===== src/rtl/hook_ctrl.sv =====
// Hook motion controller (cast/drop/hold/reel, one move per frame_tick) and hook/line pixel generator.
// Pixel outputs lag x/y by one clk to line up with the sprite ROM's registered read.
module hook_ctrl #(
    parameter logic [9:0]  X_POS     = 10'd312,
    parameter logic [9:0]  Y_TOP     = 10'd40,
    parameter logic [9:0]  Y_MAX     = 10'd440,
    parameter logic [9:0]  DROP_STEP = 10'd2,
    parameter logic [9:0]  REEL_STEP = 10'd1,
    parameter logic [9:0]  LINE_COL  = 10'd5,
    parameter logic [9:0]  LINE_TOP  = 10'd0,
    parameter logic [11:0] TRANSP    = 12'h0F0
) (
    input  logic        clk,
    input  logic        reset,
    input  logic        video_on,
    input  logic [9:0]  x,
    input  logic [9:0]  y,
    input  logic        frame_tick,
    input  logic        btn_cast,
    input  logic        btn_reel,
    input  logic        catch,
    output logic [3:0]  rom_row,
    output logic [3:0]  rom_col,
    input  logic [11:0] rom_color,
    output logic        hook_on,
    output logic [11:0] hook_rgb,
    output logic [9:0]  hook_y,
    output logic [1:0]  state,
    output logic        hooked,
    output logic        landed
);

    typedef enum logic [1:0] {
        IDLE = 2'd0,
        DROP = 2'd1,
        HOLD = 2'd2,
        REEL = 2'd3
    } state_t;

    state_t     state_q, state_d;
    logic [9:0] hook_y_q, hook_y_d;
    logic       hooked_q, hooked_d;
    logic       landed_q, landed_d;
    logic       cast_prev_q;
    logic       cast_edge;
    logic [9:0] drop_sum;
    logic [9:0] reel_diff;

    assign cast_edge = btn_cast & ~cast_prev_q;
    assign drop_sum  = hook_y_q + DROP_STEP;
    assign reel_diff = hook_y_q - REEL_STEP;

    always_ff @(posedge clk or posedge reset) begin
        if (reset) begin
            state_q     <= IDLE;
            hook_y_q    <= Y_TOP;
            hooked_q    <= 1'b0;
            landed_q    <= 1'b0;
            cast_prev_q <= 1'b0;
        end else begin
            state_q     <= state_d;
            hook_y_q    <= hook_y_d;
            hooked_q    <= hooked_d;
            landed_q    <= landed_d;
            cast_prev_q <= btn_cast;
        end
    end

    // A catch or reel request in the same cycle as frame_tick takes precedence over the move.
    always_comb begin
        state_d  = state_q;
        hook_y_d = hook_y_q;
        hooked_d = hooked_q;
        landed_d = 1'b0;
        case (state_q)
            IDLE: begin
                hook_y_d = Y_TOP;
                if (cast_edge) state_d = DROP;
            end
            DROP: begin
                if (catch) begin
                    hooked_d = 1'b1;
                    state_d  = REEL;
                end else if (btn_reel) begin
                    state_d = REEL;
                end else if (frame_tick) begin
                    if (drop_sum >= Y_MAX) begin
                        hook_y_d = Y_MAX;
                        state_d  = HOLD;
                    end else begin
                        hook_y_d = drop_sum;
                    end
                end
            end
            HOLD: begin
                if (catch) begin
                    hooked_d = 1'b1;
                    state_d  = REEL;
                end else if (btn_reel) begin
                    state_d = REEL;
                end
            end
            REEL: begin
                if (frame_tick) begin
                    if (reel_diff <= Y_TOP) begin
                        hook_y_d = Y_TOP;
                        state_d  = IDLE;
                        landed_d = hooked_q;
                        hooked_d = 1'b0;
                    end else begin
                        hook_y_d = reel_diff;
                    end
                end
            end
            default: state_d = IDLE;
        endcase
    end

    assign hook_y = hook_y_q;
    assign state  = state_q;
    assign hooked = hooked_q;
    assign landed = landed_q;

    logic [9:0] x_end, y_end, line_x;
    logic       in_box, line_on, y_ge_top;

    assign x_end  = X_POS + 10'd16;
    assign y_end  = hook_y_q + 10'd12;
    assign line_x = X_POS + LINE_COL;

    assign in_box  = (x >= X_POS) & (x < x_end) & (y >= hook_y_q) & (y < y_end);
    assign rom_row = 4'(y - hook_y_q);
    assign rom_col = 4'(x - X_POS);

    generate
        if (LINE_TOP == 10'd0) begin : g_line_top0
            assign y_ge_top = 1'b1;
        end else begin : g_line_topn
            assign y_ge_top = (y >= LINE_TOP);
        end
    endgenerate

    assign line_on = (x == line_x) & y_ge_top & (y < hook_y_q);

    logic in_box_q, line_on_q, video_on_q;
    logic spr_px;

    always_ff @(posedge clk or posedge reset) begin
        if (reset) begin
            in_box_q   <= 1'b0;
            line_on_q  <= 1'b0;
            video_on_q <= 1'b0;
        end else begin
            in_box_q   <= in_box;
            line_on_q  <= line_on;
            video_on_q <= video_on;
        end
    end

    // Sprite wins over the line; colour is forced to 0 whenever the pixel is not shown.
    assign spr_px  = in_box_q & (rom_color != TRANSP);
    assign hook_on = video_on_q & (spr_px | line_on_q);

    always_comb begin
        hook_rgb = 12'h000;
        if (video_on_q) begin
            if (spr_px)         hook_rgb = rom_color;
            else if (line_on_q) hook_rgb = 12'hFFF;
        end
    end

endmodule


===== config.mk =====
export PLATFORM = sky130hd
export DESIGN_NAME = hook_ctrl
export DESIGN_NICKNAME = d
export VERILOG_FILES = /design/src/rtl/hook_ctrl.sv
export SDC_FILE = /design/constraint.sdc
export NUM_CORES = 1
export LEC_CHECK = 0
export CORE_AREA = 2 2 71 73
export CTS_CLUSTER_SIZE = 8
export DETAILED_ROUTE_END_ITERATION = 6
export DIE_AREA = 0 0 73 75
export GPL_TIMING_DRIVEN = 0
export PLACE_DENSITY = 0.82
export SETUP_SLACK_MARGIN = 0.15
export SLEW_MARGIN = 20
export SYNTH_ARGS = -nofsm -noshare
export SYNTH_HDL_FRONTEND = slang
export SYNTH_SLANG_ARGS = --single-unit

===== constraint.sdc =====
create_clock -name clk -period 6.1 [get_ports clk]
set_input_delay 1.22 -clock clk [delete_from_list [all_inputs] [get_ports clk]]
set_output_delay 1.22 -clock clk [all_outputs]
set_load 0.1 [all_outputs]

Word level (Yosys, flattened, before mapping)
Cells that the tools add are included.
{ "classes": {"n_addsub": 5, "n_lt_le_gt_ge": 7, "n_eq_ne": 15, "muxes": 27, "bitwise": 9, "n_reduce_logical": 7} }
{ "ops": {"columns": ["op", "n"], "rows": [
  ["two-way mux 10 bit", 6],
  ["two-way mux 12 bit", 3],
  ["case mux 10 bit (3 select lines)", 1],
  [">= comparator 10 x 9 -> 1 bit, second input constant", 2],
  ["less-than comparator 10 bit", 2],
  ["two-way mux 2 bit", 9],
  ["!= test 12 x 8 -> 1 bit, second input constant", 1],
  ["!= test 2 bit, second input constant", 6],
  ["adder 10 x 2 -> 10 bit, second input constant", 1],
  ["adder 10 x 4 -> 10 bit, second input constant", 1],
  ["== test 10 x 9 -> 1 bit, second input constant", 1],
  [">= comparator 10 bit", 1],
  ["less-or-equal comparator 10 x 6 -> 1 bit, second input constant", 1],
  ["less-than comparator 10 x 9 -> 1 bit, second input constant", 1],
  ["subtractor 10 x 1 -> 10 bit, second input constant", 1],
  ["!= test 4 bit, second input constant", 2],
  ["case mux 2 bit (4 select lines)", 1],
  ["bitwise AND 1 bit", 7],
  ["two-way mux 1 bit", 6],
  ["AND reduction 6 bit", 1],
  ["AND reduction 5 bit", 1],
  ["== test 2 bit, second input constant", 2],
  ["AND reduction 4 bit", 1],
  ["subtractor 4 bit", 1],
  ["11 further kinds", 11]
]} }
{ "totals": {"reg_bits": 18, "input_bits": 39, "wordCells": 78} }

Longest topological paths before layout
Gate-level depths: netlist of run 1.
{ "logic_depth": {"ltp_word": 7, "depth_mapped": 11, "ltp_nobuf": 10} }

Worst setup path after synthesis of run 1
Ideal clock, no wire load.
{ "synth_timing": {"path_type": "input to output", "startpoint": "input port rom_color[6]", "endpoint": "output port hook_rgb[7]", "arrival_ns": 4.023, "path_slack_ns": 0.857, "cell_stages": 5, "n_path_buf": 0, "path_cell_list": "nor4bb_1 nand3_1 nand2_1 a21boi_0 a21boi_0"} }
{ "synth_between": {"elab_chain_cells": 4} }
{ "synth_lines": {"columns": ["item", "line", "rtl"], "rows": [
  ["from (decl)", "24", "input logic [11:0] rom_color,"],
  ["!= test 12 x 8 -> 1 bit", "161", "assign spr_px = in_box_q & (rom_color != TRANSP);"],
  ["bitwise AND 1 bit", "161", null],
  ["two-way mux 12 bit", "167", "if (spr_px) hook_rgb = rom_color;"],
  ["two-way mux 12 bit", "166", "if (video_on_q) begin"],
  ["to (decl)", "26", "output logic [11:0] hook_rgb,"]
]} }
Every way passes these cells.

Worst setup path in the final report of run 1
{ "layout_timing": {"startpoint": "input port rom_color[6]", "endpoint": "output port hook_rgb[9]"} }
Same word-level chain as after synthesis.

==> run metrics, run 1 <==
status finished, final reports clean; Avg Vias per Cell ~5.9; fmax 0.1909 GHz; Max Cap Viol 0; largest area contributor in the netlist dfrtp_1; Yosys reg bits 18; H-tree levels 1; Vias 2480; Synth Area in Compound Gates 0.2681; Synth Area in XOR/XNOR 0.05243; IO Port Bufs 73; Slew @ Worst Pin between 0.9 and 1 ns; most common cell in the synthesized netlist ha_1; cell count of the worst reg-to-reg path 10; Reg clk slew, reported paths about 0.070 ns; DRT iter0 DRCs 142; clk root buf clkbuf_8; vias in the first global route roughly 2400; DR pass1 iterations 5; HPWL after DPL 5.130 mm; Initial Util 0.5017; largest family of logic cells by synthesized area compound AO/OA/AOI/OAI gates; gr usage total 0.2426; cts hold-fix bufs 0; design area between 0.003 and 0.004 mm²; final hold viol count 0; Peak VDD IR about 0.47 mV; cell mode on critical path clkdlybuf4s50_1; Tmin final between 5 and 6 ns; area of the mapped netlist ~0.0023 mm²; Setup Buffers After CTS 0; CTS Buffer Depth 2; count of pins over their slew limit 0; nets between 400 and 500; die area approximately 0.0055 mm²; Synth top area share 0.1712; post_cts resized 0; Syn Inst Count approximately 290; setup slack, reg-to-reg 2.88 ns; Post-Synth Adder-Cell Area 0.1691; CTS tree yes; Worst EP required between 4 and 5 ns; Setup Skew 0.003943 ns; WP buf/inv 3; post-synth cell types slightly below 70; antenna viol nets, final 0; CP Capture Point hook_rgb[9]; area delta synth->final 35.90%; wire length per cell ~15 µm; IO Count between 70 and 80; Final setup viols 0; cts bufs inserted 3; CP Class input pin to primary output; insertion delay to the later sink of the worst-skew pair approximately 0.25 ns; crit path launch rom_color[6]; first-pass GRT wire length ~11 mm; crit-path cells clkdlybuf4s50_1 > nor4bb_1 > nand3_1 > nand2_1 > a21boi_0 > clkbuf_1 > o21a_1 > clkdlybuf4s50_1; crit end category primary output; Worst R2R End state[1]; initial antenna violation count 0; Lkg Pwr 0.001347 µW; Fin Setup TNS 0 ns; simple-gate share of the synthesized area 0.2151; WL final 6.489 mm; chip height 75 µm; Core Region between 0.004 and 0.005 mm²; Min-Delay Path Class flop to flop; CP max FO 10; largest net degree at the start of global routing 19; clock sinks 18; Design Power roughly 1600 µW; Power Density 514.4 mW/mm²; R2R Path Start hook_y[3]; post-placement cell area approximately 0.0031 mm²; Main synth FF type dfrtp_1; Relative slew margins 0.3430; Avg Cell Area, Syn between 8 and 9 µm²; total gr overflow 0; layout cells sized above 1 0.07902; fin crit share 0.8589; Core Rows 25; CP delay by family, top buffers and inverters; RD Place Congestion roughly 0.92; register area share after synthesis 0.1937; Commonest cells post-synth ha_1 (30), nor2_1 (23), inv_1 (20); RSZ-0062 raised after global routing false; Die X about 73 µm; mux contribution to synthesized area 0.02194; syn nets 361; top cells by area, synth dfrtp_1 (17%), ha_1 (16%), xnor2_1 (4.9%), a21oi_1 (4.1%), o21a_1 (3.9%); WHS approximately 0.56 ns; DRC errors left 0; delay of the slowest critical-path stage between 1 and 1.5 ns; Ant. Diodes 0; async set or reset register ratio after synthesis 1.000; EDFF count, synth 0; Levels on crit path 8; arrival time worst endpoint between 4 and 5 ns; startpoint types input pin; CP max-delay cell clkdlybuf4s50_1; Yosys warnings 0
[metal layers]
layer | up-vias | routed length, µm | global-route usage
met2 | 126 | 3106 | 0.4344
met3 | 8 | 534 | 0.05087
met4 | 0 | 89 | 0.06173
li1 | 1216 | - | -
met1 | 1130 | 2759 | 0.2969
met5 | - | 0 | 0
[stage by stage]
step                      setup WS [ns]  instances    util
after detailed placement         0.8588        418  0.6730
after global placement           0.8834        418  0.6730
after CTS                        0.8531        421  0.6819
after floorplan                  0.8572        291       -
after global routing             0.5988        421  0.6819
final                            0.8610        421  0.6819
[worst register-to-register path: cells and delay by family, from the launching register on]
family / cells / cell delay [ns]
flops: 1 / 0.60
mux: 1 / 0.34
fa+ha+maj: 1 / 0.26
compound gates: 3 / 0.98
simple gates: 2 / 0.41
buf+inv: 3 / 0.51
[where the power goes]
part / switching, µW / total, µW / internal, µW / leakage (µW)
registers: 60.1 / 222 / 162 / 0.000226
clock network: 38.6 / 82.5 / 43.9 / 0.0000216
logic: 902 / 1330 / 429 / 0.00110
[state kept, by name (all words and copies together) (netlist names)]
signal       cells
cast_prev_q      1
hook_y          10
state            2
landed           1
hooked           1
line_on_q        1
in_box_q         1
video_on_q       1
[layout make-up]
| class | instances | area [µm²] |
|---|---|---|
| inverter | 24 | 90.09 |
| multi-input combinational | 232 | 1699 |
| buffer | 17 | 96.34 |
| timing repair buffer | 73 | 730.7 |
| fill | 430 | 1483 |
| sequential | 18 | 452.9 |
| clock buffer | 3 | 41.29 |
| tap | 54 | 67.56 |
[placed cells by master, fill, tap and decap left out, types with 12 or more instances in the layout]
master	count
nor2_1	23
xnor2_1	13
nand2_1	19
a21oi_1	19
inv_1	20
o21ai_0	12
dfrtp_1	16
o21a_1	12
clkdlybuf4s50_1	73
ha_1	30
[logic make-up after synthesis]
logic type | after synthesis
AO/OA/AOI/OAI | 91
AND/OR/NAND/NOR | 91
buffers and inverters | 41
adder cells (fa/ha/maj) | 31
flip-flops | 18
XOR/XNOR | 14
multiplexers | 5
[worst min path at each step]
| stage | from | end | slack (ns) | cells after the start |
|---|---|---|---|---|
| after detailed placement | hooked | landed | 0.55 | 2 |
| after floorplan | cast_prev_q | state[0] | 0.70 | 3 |
| after CTS | hooked | landed | 0.56 | 2 |
| after global placement | hooked | landed | 0.54 | 2 |
| after global routing | hooked | landed | 0.59 | 2 |
| final | hooked | landed | 0.56 | 2 |
Note: power is estimated with default switching activity, not from simulation.
==> inputs of run 2 (changes only) <==
Settings changed: CORE_AREA 2 2 71 73 to 4 4 73 75, DIE_AREA 0 0 73 75 to 0 0 77 79.
==> run 2 against run 1 <==
Global-route usage is 2.7 points lower. Highest routed layer unchanged. Combinational power about the same. Sequential power hardly changed. Clock power grew 2%. Final area did not move. Critical endpoint unchanged. Via count grew 2.8%. Total power is 0.31% higher.
==> run metrics, run 2 (same netlist as run 1, synthesis figures left out) <==
Ant. Diodes 0 (unchanged); Relative slew margins 0.3399 (-0.003051); WP buf/inv 3 (unchanged); Vias 2549 (+2.8%); WHS Path Cells 2 (unchanged); crit end category primary output; fin crit share 0.8633 (+0.004495); fmax 0.1899 GHz (-0.52%); final hold viol count 0 (unchanged); Levels on crit path 8 (unchanged); Fin Setup TNS 0 ns (unchanged); WL final 6.599 mm (+1.7%); Setup Buffers After CTS 0 (unchanged); max reg flops 10 (unchanged); cts bufs inserted 3 (unchanged); die area 0.006083 mm² (+11%); fin cells 421 (unchanged); CP max-delay cell clkdlybuf4s50_1; Reg clk slew, reported paths 0.07 ns (about the same); most frequent cells in the layout clkdlybuf4s50_1 (73), ha_1 (30), nor2_1 (23), inv_1 (20); HPWL after DPL 5.188 mm (+1.1%); arrival time worst endpoint 4.05 ns (+0.03 ns); CP Class input pin to primary output; Setup Skew 0.001666 ns (-0.002277 ns); RSZ-0062 raised after global routing false; Cells after DPL 418 (unchanged); most common cell after layout, fill and taps aside clkdlybuf4s50_1; Max Cap Viol 0 (unchanged); cell mode on critical path clkdlybuf4s50_1; Die X 77 µm (+5.5%); cell count of the worst reg-to-reg path 10 (unchanged); Initial Util 0.5017 (unchanged); layout cells sized above 1 0.07902 (unchanged); vias in the first global route 2494 (+5.5%); crit-path cells clkdlybuf4s50_1 > nor4bb_1 > nand3_1 > nand2_1 > a21boi_0 > clkbuf_1 > o21a_1 > clkdlybuf4s50_1; Final setup viols 0 (unchanged); antenna viol nets, final 0 (unchanged); DRC errors left 0 (unchanged); IO Port Bufs 73 (unchanged); post-placement cell area 0.003137 mm² (unchanged); first-pass GRT wire length 11.01 mm (+3.2%); Design Power 1640 µW (+0.31%); fillcell total 411 (-4.4%); wire length per cell 15.67 µm (+1.7%); FF+latch area 452.9 µm² (unchanged); gr usage total 0.2156 (-0.02700); Min-Delay Path Class flop to flop; footprint of the multi-input gates 0.001699 mm² (unchanged); insertion delay to the later sink of the worst-skew pair 0.26 ns (about the same); RD Place Congestion 0.9485 (+3.3%); delay of the slowest critical-path stage 1.13 ns (about the same); nets 439 (unchanged); Peak VDD IR 0.4468 mV (-5.6%); chip height 79 µm (+5.3%); Core Rows 25 (unchanged); count of pins over their slew limit 0 (unchanged); clock sinks 18 (unchanged); Tmin final 5.266 ns (+0.02742 ns); CP max FO 10 (unchanged); CTS Buffer Depth 2 (unchanged); Worst EP required 4.88 ns (about the same); IO Count 74 (unchanged); Avg Vias per Cell 6.055 (+2.8%); Slew @ Worst Pin 0.9870 ns (+0.004561 ns); H-tree levels 1 (unchanged); cts hold-fix bufs 0 (unchanged); initial antenna violation count 0 (unchanged); total gr overflow 0 (unchanged); CTS tree yes; startpoint types input pin; status finished, final reports clean; CP delay by family, top buffers and inverters; design area 0.003178 mm² (unchanged); area delta synth->final 35.90% (unchanged); DR pass1 iterations 6 (+1); post_cts resized 0 (unchanged); Power Density 516.0 mW/mm² (+0.31%); largest net degree at the start of global routing 19 (unchanged); Core Region 0.004661 mm² (unchanged); DRT iter0 DRCs 138 (-2.8%); Lkg Pwr 0.001347 µW (unchanged); clk root buf clkbuf_8
==> run 2: cell counts in the layout (fill, tap and decap cells not counted) <==
No cell type changed its count.
==> run 2: path summary, 6_finish.rpt <==
kind,start,endpoint,slack [ns]
max,rom_color[6],hook_rgb[9],0.83
min,hooked,landed,0.56
max reg2reg,hook_y[1],state[1],2.81
min reg2reg,hooked,landed,0.56
max in group asynchronous,reset,state[0],4.30
min in group asynchronous,reset,in_box_q,1.37
==> run 2: stage by stage <==
stage | util | hold WS [ns] | setup WS, ns
6_report | 0.6819 | 0.5560 | 0.8336
4_1_cts | 0.6819 | 0.5583 | 0.8234
3_3_place_gp | 0.6730 | 0.5434 | 0.8846
5_1_grt | 0.6819 | 0.5831 | 0.6976
2_1_floorplan | - | 0.7019 | 0.8572
3_5_place_dp | 0.6730 | 0.5482 | 0.8266
==> run 2: worst register-to-register path, delay by kind of cell, from the launching register on <==
kind / cells / cell delay [ns]
adders and majority gates: 1 / 0.27
buffers and inverters: 2 / 0.33
muxes: 1 / 0.35
DFF: 1 / 0.59
AOI/OAI and AO/OA: 3 / 1.03
and+or+nand+nor: 3 / 0.61
==> run 2: metal layers <==
metal,GRT usage,vias to the layer above,part of all wire
met5,0,-,0
li1,-,1217,-
met2,0.3841,136,0.47
met4,0.06228,0,0.023
met3,0.04875,23,0.091
met1,0.2602,1173,0.42
==> run 2: area by class of cell <==
type | count | area share
tap | 54 | 0.02126
multi-input combinational | 232 | 0.5346
inverter | 24 | 0.02835
sequential | 18 | 0.1425
timing repair buffer | 73 | 0.2299
buffer | 17 | 0.03031
clock buffer | 3 | 0.01299
==> run 2: power breakdown <==
group	total (µW)	internal [µW]	switching, µW
logic	1330	430	904
clock network	84.3	44.0	40.3
registers	222	162	60.1
total	1640	635	1000
